$ cat config.mk
export PLATFORM = sky130hd
export DESIGN_NAME = daq_frame_reader
export DESIGN_NICKNAME = d
export VERILOG_FILES = /design/src/rtl/daq_frame_reader_pkg.sv /design/src/rtl/daq_byte_assembler.sv /design/src/rtl/daq_frame_reader.sv
export SDC_FILE = /design/constraint.sdc
export NUM_CORES = 1
export LEC_CHECK = 0
export BUFFER_PORTS_ARGS = -buffer_cell sky130_fd_sc_hd__clkbuf_2
export CAP_MARGIN = 5
export CORE_MARGIN = 2
export CORE_UTILIZATION = 48
export CTS_BUF_LIST = sky130_fd_sc_hd__clkbuf_4 sky130_fd_sc_hd__clkbuf_8 sky130_fd_sc_hd__clkbuf_16
export CTS_CLUSTER_DIAMETER = 100
export CTS_CLUSTER_SIZE = 30
export DETAILED_ROUTE_END_ITERATION = 10
export PLACE_DENSITY = 0.73
export SKIP_CTS_REPAIR_TIMING = 1
export SYNTH_ARGS = -nofsm -noshare
export SYNTH_HDL_FRONTEND = slang
export SYNTH_SLANG_ARGS = --single-unit
$ cat constraint.sdc
create_clock -name clk_i -period 2.9 [get_ports clk_i]
set_input_delay 0.145 -clock clk_i [delete_from_list [all_inputs] [get_ports clk_i]]
set_output_delay 0.145 -clock clk_i [all_outputs]
set_load 0.02 [all_outputs]
$ cat src/rtl/daq_frame_reader_pkg.sv
// Shared DAQ frame definitions: frame sync word, words per frame, byte order,
// reader FSM state encoding and a helper that picks a preamble byte in stream order.
package daq_frame_reader_pkg;

   localparam logic [15:0] DAQ_PREAMBLE  = 16'hAAAA;
   localparam int          DAQ_ADCCOUNT  = 8;
   localparam bit          DAQ_LSB_FIRST = 1'b1;

   typedef enum logic [1:0] {
      ST_HUNT  = 2'd0,
      ST_HUNT2 = 2'd1,
      ST_DATA  = 2'd2,
      ST_PRE   = 2'd3
   } daq_state_e;

   // Byte of the preamble as it leaves the FIFO: second=0 is the first byte read.
   function automatic logic [7:0] pre_byte(input logic [15:0] pre, input bit lsb_first,
                                           input bit second);
      pre_byte = (lsb_first ^ second) ? pre[7:0] : pre[15:8];
   endfunction

endpackage

$ cat src/rtl/daq_byte_assembler.sv
// Rebuilds 16-bit words from a byte stream.
//  clk_i, reset_i   block clock, async active-low reset
//  byte_vld         byte_data is valid this cycle
//  byte_data        incoming byte
//  phase            0: first byte of a word, 1: second byte
//  word / word_stb  assembled word, valid while word_stb=1 (second byte cycle)
module daq_byte_assembler #(
   parameter bit LSB_FIRST = 1'b1
) (
   input  logic        clk_i,
   input  logic        reset_i,
   input  logic        byte_vld,
   input  logic [7:0]  byte_data,
   input  logic        phase,
   output logic [15:0] word,
   output logic        word_stb
);

   logic [7:0] first_q;

   always_ff @(posedge clk_i or negedge reset_i) begin
      if (!reset_i)                 first_q <= '0;
      else if (byte_vld && !phase)  first_q <= byte_data;
   end

   // The word is formed combinationally in the second-byte cycle so the top
   // can register it straight into its output stage.
   assign word     = LSB_FIRST ? {byte_data, first_q} : {first_q, byte_data};
   assign word_stb = byte_vld && phase;

endmodule

$ cat src/rtl/daq_frame_reader.sv
// Drains the 8-bit DAQ FIFO read side, locks onto the frame preamble, and
// streams 16-bit ADC samples tagged with their channel on a valid/ready port.
//  clk_i, reset_i          FIFO read clock, async active-low reset
//  en_i                    allow new frames (only acts between frames)
//  fifo_empty_i/rdreq_o    FIFO read handshake, data returns one cycle after rdreq
//  fifo_data_i             FIFO read data
//  sample_o/chan_o         sample and channel, qualified by sample_valid_o
//  sample_valid_o/ready_i  output handshake
//  frame_done_o            pulse when the last word of a frame loads
//  sync_err_o              pulse on an expected-preamble mismatch
//  frame_count_o           completed frames, wraps
module daq_frame_reader
   import daq_frame_reader_pkg::*;
#(
   parameter int          ADCCOUNT  = DAQ_ADCCOUNT,
   parameter logic [15:0] PREAMBLE  = DAQ_PREAMBLE,
   parameter bit          LSB_FIRST = DAQ_LSB_FIRST,
   parameter int          FCNT_W    = 16
) (
   input  logic              clk_i,
   input  logic              reset_i,
   input  logic              en_i,
   input  logic              fifo_empty_i,
   output logic              fifo_rdreq_o,
   input  logic [7:0]        fifo_data_i,
   output logic [15:0]       sample_o,
   output logic [2:0]        chan_o,
   output logic              sample_valid_o,
   input  logic              sample_ready_i,
   output logic              frame_done_o,
   output logic              sync_err_o,
   output logic [FCNT_W-1:0] frame_count_o
);

   localparam logic [7:0] P1       = pre_byte(PREAMBLE, LSB_FIRST, 1'b0);
   localparam logic [7:0] P2       = pre_byte(PREAMBLE, LSB_FIRST, 1'b1);
   localparam logic [2:0] CH_LAST  = 3'(ADCCOUNT - 1);

   daq_state_e        state_q, state_d;
   logic              rd_pend_q;
   logic              ph_q, ph_d;        // phase of the next byte to arrive in DATA/PRE
   logic [2:0]        chan_q, chan_d;
   logic [15:0]       smp_d;
   logic [2:0]        ch_d;
   logic              vld_d, done_d, err_d;
   logic [FCNT_W-1:0] fcnt_d;
   logic [15:0]       word;
   logic              word_stb;
   logic              en_ok, stall;

   daq_byte_assembler #(.LSB_FIRST(LSB_FIRST)) u_asm (
      .clk_i     (clk_i),
      .reset_i   (reset_i),
      .byte_vld  (rd_pend_q && (state_q == ST_DATA)),
      .byte_data (fifo_data_i),
      .phase     (ph_q),
      .word      (word),
      .word_stb  (word_stb)
   );

   // With at most one byte in flight, the byte being requested now is the 2nd
   // byte of a word exactly when rd_pend_q ^ ph_q in DATA. Holding that fetch
   // while the output is occupied means the load never collides with a stall.
   assign en_ok        = (state_q == ST_DATA) ? 1'b1 : en_i;
   assign stall        = (state_q == ST_DATA) && (rd_pend_q ^ ph_q) &&
                         sample_valid_o && !sample_ready_i;
   assign fifo_rdreq_o = reset_i && !fifo_empty_i && en_ok && !stall;

   always_ff @(posedge clk_i or negedge reset_i) begin
      if (!reset_i) begin
         state_q        <= ST_HUNT;
         rd_pend_q      <= 1'b0;
         ph_q           <= 1'b0;
         chan_q         <= '0;
         sample_o       <= '0;
         chan_o         <= '0;
         sample_valid_o <= 1'b0;
         frame_done_o   <= 1'b0;
         sync_err_o     <= 1'b0;
         frame_count_o  <= '0;
      end else begin
         state_q        <= state_d;
         rd_pend_q      <= fifo_rdreq_o;
         ph_q           <= ph_d;
         chan_q         <= chan_d;
         sample_o       <= smp_d;
         chan_o         <= ch_d;
         sample_valid_o <= vld_d;
         frame_done_o   <= done_d;
         sync_err_o     <= err_d;
         frame_count_o  <= fcnt_d;
      end
   end

   always_comb begin
      state_d = state_q;
      ph_d    = ph_q;
      chan_d  = chan_q;
      smp_d   = sample_o;
      ch_d    = chan_o;
      vld_d   = sample_valid_o && !sample_ready_i;
      done_d  = 1'b0;
      err_d   = 1'b0;
      fcnt_d  = frame_count_o;
      if (rd_pend_q) begin
         unique case (state_q)
            ST_HUNT: if (fifo_data_i == P1) state_d = ST_HUNT2;
            ST_HUNT2: begin
               if (fifo_data_i == P2) begin
                  state_d = ST_DATA;
                  chan_d  = '0;
                  ph_d    = 1'b0;
               end else if (fifo_data_i != P1) begin
                  state_d = ST_HUNT;
               end
            end
            ST_DATA: begin
               ph_d = !ph_q;
               if (word_stb) begin
                  smp_d = word;
                  ch_d  = chan_q;
                  vld_d = 1'b1;
                  if (chan_q == CH_LAST) begin
                     done_d  = 1'b1;
                     fcnt_d  = frame_count_o + FCNT_W'(1);
                     chan_d  = '0;
                     state_d = ST_PRE;
                  end else begin
                     chan_d = chan_q + 3'd1;
                  end
               end
            end
            ST_PRE: begin
               if (!ph_q) begin
                  if (fifo_data_i == P1) ph_d = 1'b1;
                  else begin
                     err_d   = 1'b1;
                     state_d = ST_HUNT;
                  end
               end else begin
                  ph_d = 1'b0;
                  if (fifo_data_i == P2) begin
                     state_d = ST_DATA;
                     chan_d  = '0;
                  end else begin
                     err_d   = 1'b1;
                     state_d = (fifo_data_i == P1) ? ST_HUNT2 : ST_HUNT;
                  end
               end
            end
            default: state_d = ST_HUNT;
         endcase
      end
   end

endmodule
==> metrics.cfg, run 1 <==
[timing]
finalSetupTns_ps = 0
fmax_mhz = 482
finalClockSkew_ps = 4.20
slew_violations = 0
finalCritPeriodShare = 0.716
min_period_ps = 2080
hold_viol = 54
rsz0062_at_grt = no
finalSetupViolCount = 0
max_slew.worst_pin.slew_ps = 651
whs_ps = -27.3
worst_slack_ps = 823
relSlewSlack = 0.566

[worst_setup_path]
startpoint_type = register
crit_fanout = 11
reg2regPathDepth = 4
critPathLaunch = state_q[1]
critPathCaptureType = output pin
regToRegSetupSlack_ps = 860
worst-setup-path-type = reg -> out
worstPathRequired_ps = 2760
crit_end = fifo_rdreq_o
crit_arrival_ps = 1930
reg2reg_to = frame_count_o[1]
r2r-start = state_q[1]

[clock_network]
cts_root_buf = clkbuf_8
htreeDepth = 2
clk_pin_slew_ps = 90
clk_latency_ps = 310
numCtsBuffers = 5
cts.sinks = 53
cts_buffer_depth = 2
cts_tree = yes

[floorplanning]
boundaryPins = 52
initial_core_util = 0.495
die_y_um = 73.8
dieArea_um2 = 5450
die_x_um = 73.8
core_um2 = 4720
rows = 25

[pwr]
finalPower_mw = 1.49
worst_ir_drop_vdd_uv = 258
cellPowerDensity_nw_per_um2 = 543
power_leakage_nw = 1.49

[grt]
grt_usage = 0.180
gr-total-overflow = 0
grt_pass1_wl_mm = 7.43
grt_pass1_vias = 1574
antenna_found_initial = 0
grt_max_degree = 54

[final_layout]
diodes = 0
n_fill_cell = 424
num-nets-final = 276
fin_util = 0.580
drive_gt1_frac = 0.310
syn_to_final_growth_pct = 17.1

[yosys]
synth_xor_area_frac = 0.0599
ys.flop_type = dfrtp_1
syn_avg_cell_area_um2 = 11.2
synth_compound_area_frac = 0.0439
yosysMostFrequentCell = nand2_1
ys_ff_latch = 53
synth_top_area_cell = dfrtp_1
yosysSeqAreaShare = 0.567
yosys.cell_types.count = 36
ys_warn_count = 0
synth_edf_count = 0
synth-simple-area-share = 0.233
synth.area.mux_share = 0.0530
syn_area_um2 = 2340
async_flop_share = 1.00
synth_top_family_by_area = simple AND/OR/NAND/NOR gates
syn-num-nets = 224
syn_inst = 208
synth.area.top_cells = dfrtp_1 57%, nand2_1 10%, mux2_2 5.3%
synthAdderAreaFrac = 0.0161
synthTopCellsByCount = 62 x nand2_1, 53 x dfrtp_1, 11 x mux2_2, 11 x xnor2_1, 10 x nand3_1
synth_top_area_share = 0.567

[drt]
wl_mm = 4.47
dr.pass1.iters = 4
wl_per_cell_um = 13.6
route.detailed.drc = 0
vias = 1629
drtIter0Drc = 73
ant_nets = 0
avgViaCountPerCell = 4.97

[outcome]
status = finished, violations left
violations = negative hold slack

[placed_design]
dpl_worst_slack_ps = 865
hpwl_mm = 3.21
port_buffers = 51
gp_congestion = 0.764

[hold_path]
min_path_type = in -> async

[job]
cap_violations = 0

[cells in the final DEF, fill, tap and decap left out, types with 3 or more instances in the layout]
cell type  instances
clkbuf_2          51
clkbuf_8           5
dfrtp_1           53
ha_1               3
inv_1              5
mux2_2            11
nand2_1           62
nand2b_1           3
nand3_1           10
nor2_1             5
o21ai_0            3
xnor2_1           11
xor2_1             5
[power breakdown]
part,total (mW),switching [mW],internal [mW]
Clock,0.424,0.244,0.180
Sequential,0.895,0.0729,0.822
Combinational,0.170,0.0768,0.0928
Total,1.49,0.394,1.09
[layout make-up]
cell class,instances,area (µm²),share of cell area
timing repair buffer,53,270,0.0987
tap,67,83.8,0.0306
sequential,53,1330,0.484
clock inverter,2,15.0,0.00548
inverter,5,18.8,0.00685
clock buffer,6,76.3,0.0279
multi-input combinational,142,948,0.346
[layer usage]
metal / GRT usage / part of all wire / wire length, µm
met2: 0.275 / 0.46 / 2040
met3: 0.0453 / 0.056 / 252
met4: 0.0667 / 0.014 / 61
met5: 0 / 0 / 0
met1: 0.249 / 0.47 / 2110
[sequential cells by signal, summed over array words and instances, names as in the netlist, 2 cells and up]
signal	flops
u_asm.first_q	8
chan_q	3
frame_count_o	16
chan_o	3
sample_o	16
state_q	2
[worst max-delay path: stages (launching register included)]
cell and delay, ps:
dfrtp_1 620, nand2b_1 270, a31oi_1 200, a21oi_1 70, nor3b_1 240, clkbuf_2 220
[how the worst min path moves through the flow]
stage	startpoint	cells past startpoint	to	slack [ps]
floorplan	reset_i	0	chan_o[0]	-150
global placement	fifo_empty_i	2	rd_pend_q	330
detailed placement	fifo_empty_i	2	rd_pend_q	320
CTS	fifo_empty_i	2	rd_pend_q	-20
global route	fifo_empty_i	2	rd_pend_q	6
finish	reset_i	2	frame_count_o[5]	-30
[through the flow]
stage,hold WS (ps),cell area [µm²],std cells
after CTS,-17.5,2740,328
after floorplan,-151,2340,208
after detailed placement,321,2650,320
after global routing,6.10,2740,328
after global placement,327,2650,320
final,-27.3,2740,328
[cell families (layout without fill, tap and decap cells)]
logic type | after synthesis | count (layout)
DFF | 53 | 53
AOI/OAI and AO/OA | 14 | 14
xor gates and xnor gates | 16 | 16
and+or+nand+nor | 98 | 98
muxes | 11 | 11
adders and majority gates | 3 | 3
buffers and inverters | 13 | 66
Note: power is estimated with default switching activity, not from simulation.
==> inputs of run 2 (changes only) <==
Clock period 2.9 ns to 2.1 ns, I/O delays scaled along.
==> run 2 against run 1 <==
  * The run still ends with negative hold slack left
  * Critical path depth did not move
  * Design area grew 1.5%
  * Global-route usage shrank 0.66 points
  * Sequential power increased by 34%
  * Die area unchanged
  * First-iteration DRC count decreased by 25%
  * Core utilization rose by 0.87 points
  * Routed wire length shrank 3.3%
  * Largest power group unchanged
==> metrics.cfg, run 2 (synthesis results as in run 1) <==
[worst_setup_path]
cp_cell_sequence = xor2_1, a31oi_1, a21oi_1, nor3b_1, clkbuf_2
worstPathBufferInverterCount = 1
cpMaxStageDelayCell = dfrtp_1
reg2regPathDepth = 6
worstPathRequired_ps = 2000
crit_fanout = 10
crit_arrival_ps = 1770
crit_family = flip-flops
startpoint_type = register
worst-setup-path-type = reg -> out
critPathCaptureType = output pin
cp_slowest_stage_delay_ps = 530
path_depth = 5

[drt]
vias = 1652
dr.pass1.iters = 4
route.detailed.drc = 0
ant_nets = 0
wl_per_cell_um = 13.0
drtIter0Drc = 55
wl_mm = 4.32
avgViaCountPerCell = 4.96

[hold_path]
min_path_type = in -> async

[clock_network]
cts.sinks = 53
clk_latency_ps = 310
cts_root_buf = clkbuf_8
numCtsBuffers = 5
cts_tree = yes
clk_pin_slew_ps = 100
cts_buffer_depth = 2
htreeDepth = 2

[floorplanning]
die_x_um = 73.8
rows = 25
initial_core_util = 0.495
dieArea_um2 = 5450
boundaryPins = 52
core_um2 = 4720
die_y_um = 73.8

[pwr]
finalPower_mw = 2.07
power_leakage_nw = 1.52
worst_ir_drop_vdd_uv = 436
p_sw_mw = 0.557
power.internal_mw = 1.52
comb_power_share = 0.138
pwr-share-clk = 0.281
seq_power_share = 0.580
cellPowerDensity_nw_per_um2 = 746
switching_share = 0.269

[final_layout]
diodes = 0
layout_common_cells = 62 x nand2_1, 53 x dfrtp_1, 51 x clkbuf_2
drive_gt1_frac = 0.316
final_common_cell = nand2_1
num-nets-final = 281
syn_to_final_growth_pct = 18.9
final_area_um2 = 2780
reg.largest.list = frame_count_o (16), sample_o (16), u_asm.first_q (8)
fin_util = 0.589

[placed_design]
hpwl_mm = 3.05
port_buffers = 51
post_dp_cell_area_um2 = 2670
gp_congestion = 0.762

[grt]
grt_max_degree = 54
grt_pass1_vias = 1482
grt_pass1_wl_mm = 7.05
grt_usage = 0.174
gr-total-overflow = 0
antenna_found_initial = 0

[timing]
relSlewSlack = 0.564
finalClockSkew_ps = 11.6
max_slew.worst_pin.slew_ps = 654
slew_violations = 0
finalCritPeriodShare = 0.894
finalSetupViolCount = 0
min_period_ps = 1880
whs_ps = -53.8
rsz0062_at_grt = no
fmax_mhz = 533
hold_viol = 53
finalSetupTns_ps = 0

[outcome]
violations = negative hold slack
status = finished, violations left

[job]
cap_violations = 0

-- run 2: power groups by stage --
stage | registers [mW] | clock network [mW] | logic [mW]
floorplan | 1.22 | 0 | 0.187
global placement | 1.22 | 0 | 0.281
detailed placement | 1.22 | 0 | 0.288
CTS | 1.20 | 0.597 | 0.288
global route | 1.22 | 0.638 | 0.318
finish | 1.20 | 0.584 | 0.287
-- run 2: through the flow --
step	instances	hold WS (ps)	setup WS, ps
5_1_grt	333	9.01	56.4
3_5_place_dp	323	287	318
6_report	333	-53.8	222
4_1_cts	331	-53.6	179
2_1_floorplan	208	-191	435
3_3_place_gp	323	287	393
-- run 2: worst paths after layout --
| check | endpoint | slack (ps) | from |
|---|---|---|---|
| worst max-delay path | fifo_rdreq_o | 220 | ph_q |
| worst min-delay path | frame_count_o[0] | -50 | reset_i |
| worst max register to register | frame_count_o[13] | 310 | chan_q[0] |
| worst min register to register | sample_o[2] | 480 | u_asm.first_q[2] |
| max in group asynchronous | frame_count_o[2] | 1710 | reset_i |
| min in group clk_i | sample_o[15] | 10 | fifo_data_i[7] |
-- run 2: layout make-up --
cell class | count | area, µm²
repair buffers | 58 | 313
clock inverters | 3 | 21.3
fillers | 402 | 1940
inverters | 5 | 18.8
flip-flops and latches | 53 | 1330
clock buffers | 5 | 68.8
well taps | 67 | 83.8
multi-input cells | 142 | 948
-- run 2: per-layer routing --
| layer | track usage | share of wire |
|---|---|---|
| met5 | 0 | 0 |
| met4 | 0.0727 | 0.015 |
| met3 | 0.0480 | 0.051 |
| met2 | 0.242 | 0.43 |
| met1 | 0.254 | 0.50 |
==> inputs of run 3 (changes only) <==
Settings changed: CELL_PAD_IN_SITES_DETAIL_PLACEMENT set to 2, CELL_PAD_IN_SITES_GLOBAL_PLACEMENT set to 2, CORE_UTILIZATION 48 to 34, PLACE_DENSITY 0.73 to 0.79.
==> run 3 against run 2 <==
  * The flow still finishes with violations (negative hold slack)
  * Hold slack improved by 18 ps
  * Sequential cell count stayed put
  * Fmax shrank 1.9%
  * Via count increased by 4.1%
  * Total power up 1.8%
  * Critical path depth is the same
  * Combinational power is 3% higher
  * Final cell count grew 3.6%
  * Non-clock buffer count shrank 1
  * Clock power rose by 3%
  * Critical path type unchanged
  * Largest power group unchanged
==> metrics.cfg, run 3 (synthesis results as in run 1) <==
[floorplanning]
die_y_um = 86.9
boundaryPins = 52
die_x_um = 86.9
core_um2 = 6720
rows = 30
dieArea_um2 = 7560
initial_core_util = 0.348

[pwr]
power.internal_mw = 1.53
power_leakage_nw = 1.52
switching_share = 0.275
p_sw_mw = 0.581
cellPowerDensity_nw_per_um2 = 758
seq_power_share = 0.574
comb_power_share = 0.140
worst_ir_drop_vdd_uv = 303
pwr-share-clk = 0.286

[timing]
slew_violations = 0
fmax_mhz = 523
finalCritPeriodShare = 0.911
finalSetupViolCount = 0
hold_viol = 23
relSlewSlack = 0.539
max_slew.worst_pin.slew_ps = 692
rsz0062_at_grt = no
whs_ps = -36.1
min_period_ps = 1910
finalClockSkew_ps = 7.94
finalSetupTns_ps = 0

[drt]
wl_per_cell_um = 16.6
dr.pass1.iters = 3
ant_nets = 0
wl_mm = 5.74
vias = 1719
route.detailed.drc = 0
drtIter0Drc = 56
avgViaCountPerCell = 4.98

[grt]
grt_pass1_wl_mm = 9.73
grt_usage = 0.166
grt_pass1_vias = 1873
antenna_found_initial = 0
gr-total-overflow = 0
grt_max_degree = 54

[clock_network]
clk_pin_slew_ps = 100
cts.sinks = 53
clk_latency_ps = 310
cts_tree = yes
cts_buffer_depth = 2
numCtsBuffers = 5
cts_root_buf = clkbuf_8
htreeDepth = 2

[placed_design]
port_buffers = 51
gp_congestion = 0.718
post_dp_cell_area_um2 = 2690
hpwl_mm = 4.24

[worst_setup_path]
worst-setup-path-type = reg -> out
critPathCaptureType = output pin
crit_arrival_ps = 1810
worstPathRequired_ps = 2000
crit_fanout = 12
startpoint_type = register

[final_layout]
multi_input_area_um2 = 948
final_area_um2 = 2790
regArea_um2 = 1330
final_common_cell = nand2_1
diodes = 0
fin_util = 0.415
syn_to_final_growth_pct = 19.2
drive_gt1_frac = 0.321
reg.largest.list = frame_count_o (16), sample_o (16), u_asm.first_q (8)
layout_common_cells = 62 x nand2_1, 52 x dfrtp_1, 51 x clkbuf_2
n_fill_cell = 750
num-nets-final = 280

[outcome]
status = finished, violations left
violations = negative hold slack

[job]
cap_violations = 0

[hold_path]
min_path_type = in -> async

run 3: cell type report:
class	count	share of cell area
Sequential cell	53	0.476
Timing Repair Buffer	57	0.109
Clock inverter	2	0.00494
Multi-Input combinational cell	142	0.340
Tap cell	80	0.0359
Clock buffer	6	0.0274
Inverter	5	0.00673
run 3: metrics by stage:
step / power (mW) / cells / setup WS (ps)
global route: 2.24 / 345 / 8.01
detailed placement: 1.53 / 336 / 211
CTS: 2.15 / 344 / 121
floorplan: 1.41 / 208 / 435
finish: 2.11 / 345 / 186
global placement: 1.51 / 336 / 346
run 3: worst paths after layout:
check | from | to | slack (ps) | cells past startpoint
worst max-delay path | rd_pend_q | fifo_rdreq_o | 190 | 5
worst min-delay path | reset_i | frame_count_o[4] | -40 | 2
worst max register to register | chan_q[0] | frame_count_o[13] | 240 | 6
worst min register to register | frame_count_o[15] | frame_count_o[15] | 480 | 1
max in group asynchronous | reset_i | ph_q | 1640 | 2
min in group clk_i | fifo_data_i[7] | sample_o[15] | 20 | 3
run 3: layer usage:
layer  share of wire  GRT usage  vias up
met2            0.50      0.282       32
met1            0.46      0.217      875
met3           0.029     0.0265        6
met5               0          0        -
met4           0.013     0.0469        0
li1                -          -      806
run 3: worst max-delay path: stages (launching register included):
cell,delay [ps]
dfrtp_1,540
xor2_1,210
a31oi_1,180
a21oi_1,60
nor3b_1,280
clkbuf_2,230
run 3: power groups by stage:
stage | combinational, mW | sequential, mW | clock, mW
CTS | 0.302 | 1.21 | 0.632
floorplan | 0.187 | 1.22 | 0
finish | 0.296 | 1.21 | 0.603
detailed placement | 0.295 | 1.23 | 0
global placement | 0.282 | 1.23 | 0
global route | 0.337 | 1.23 | 0.671
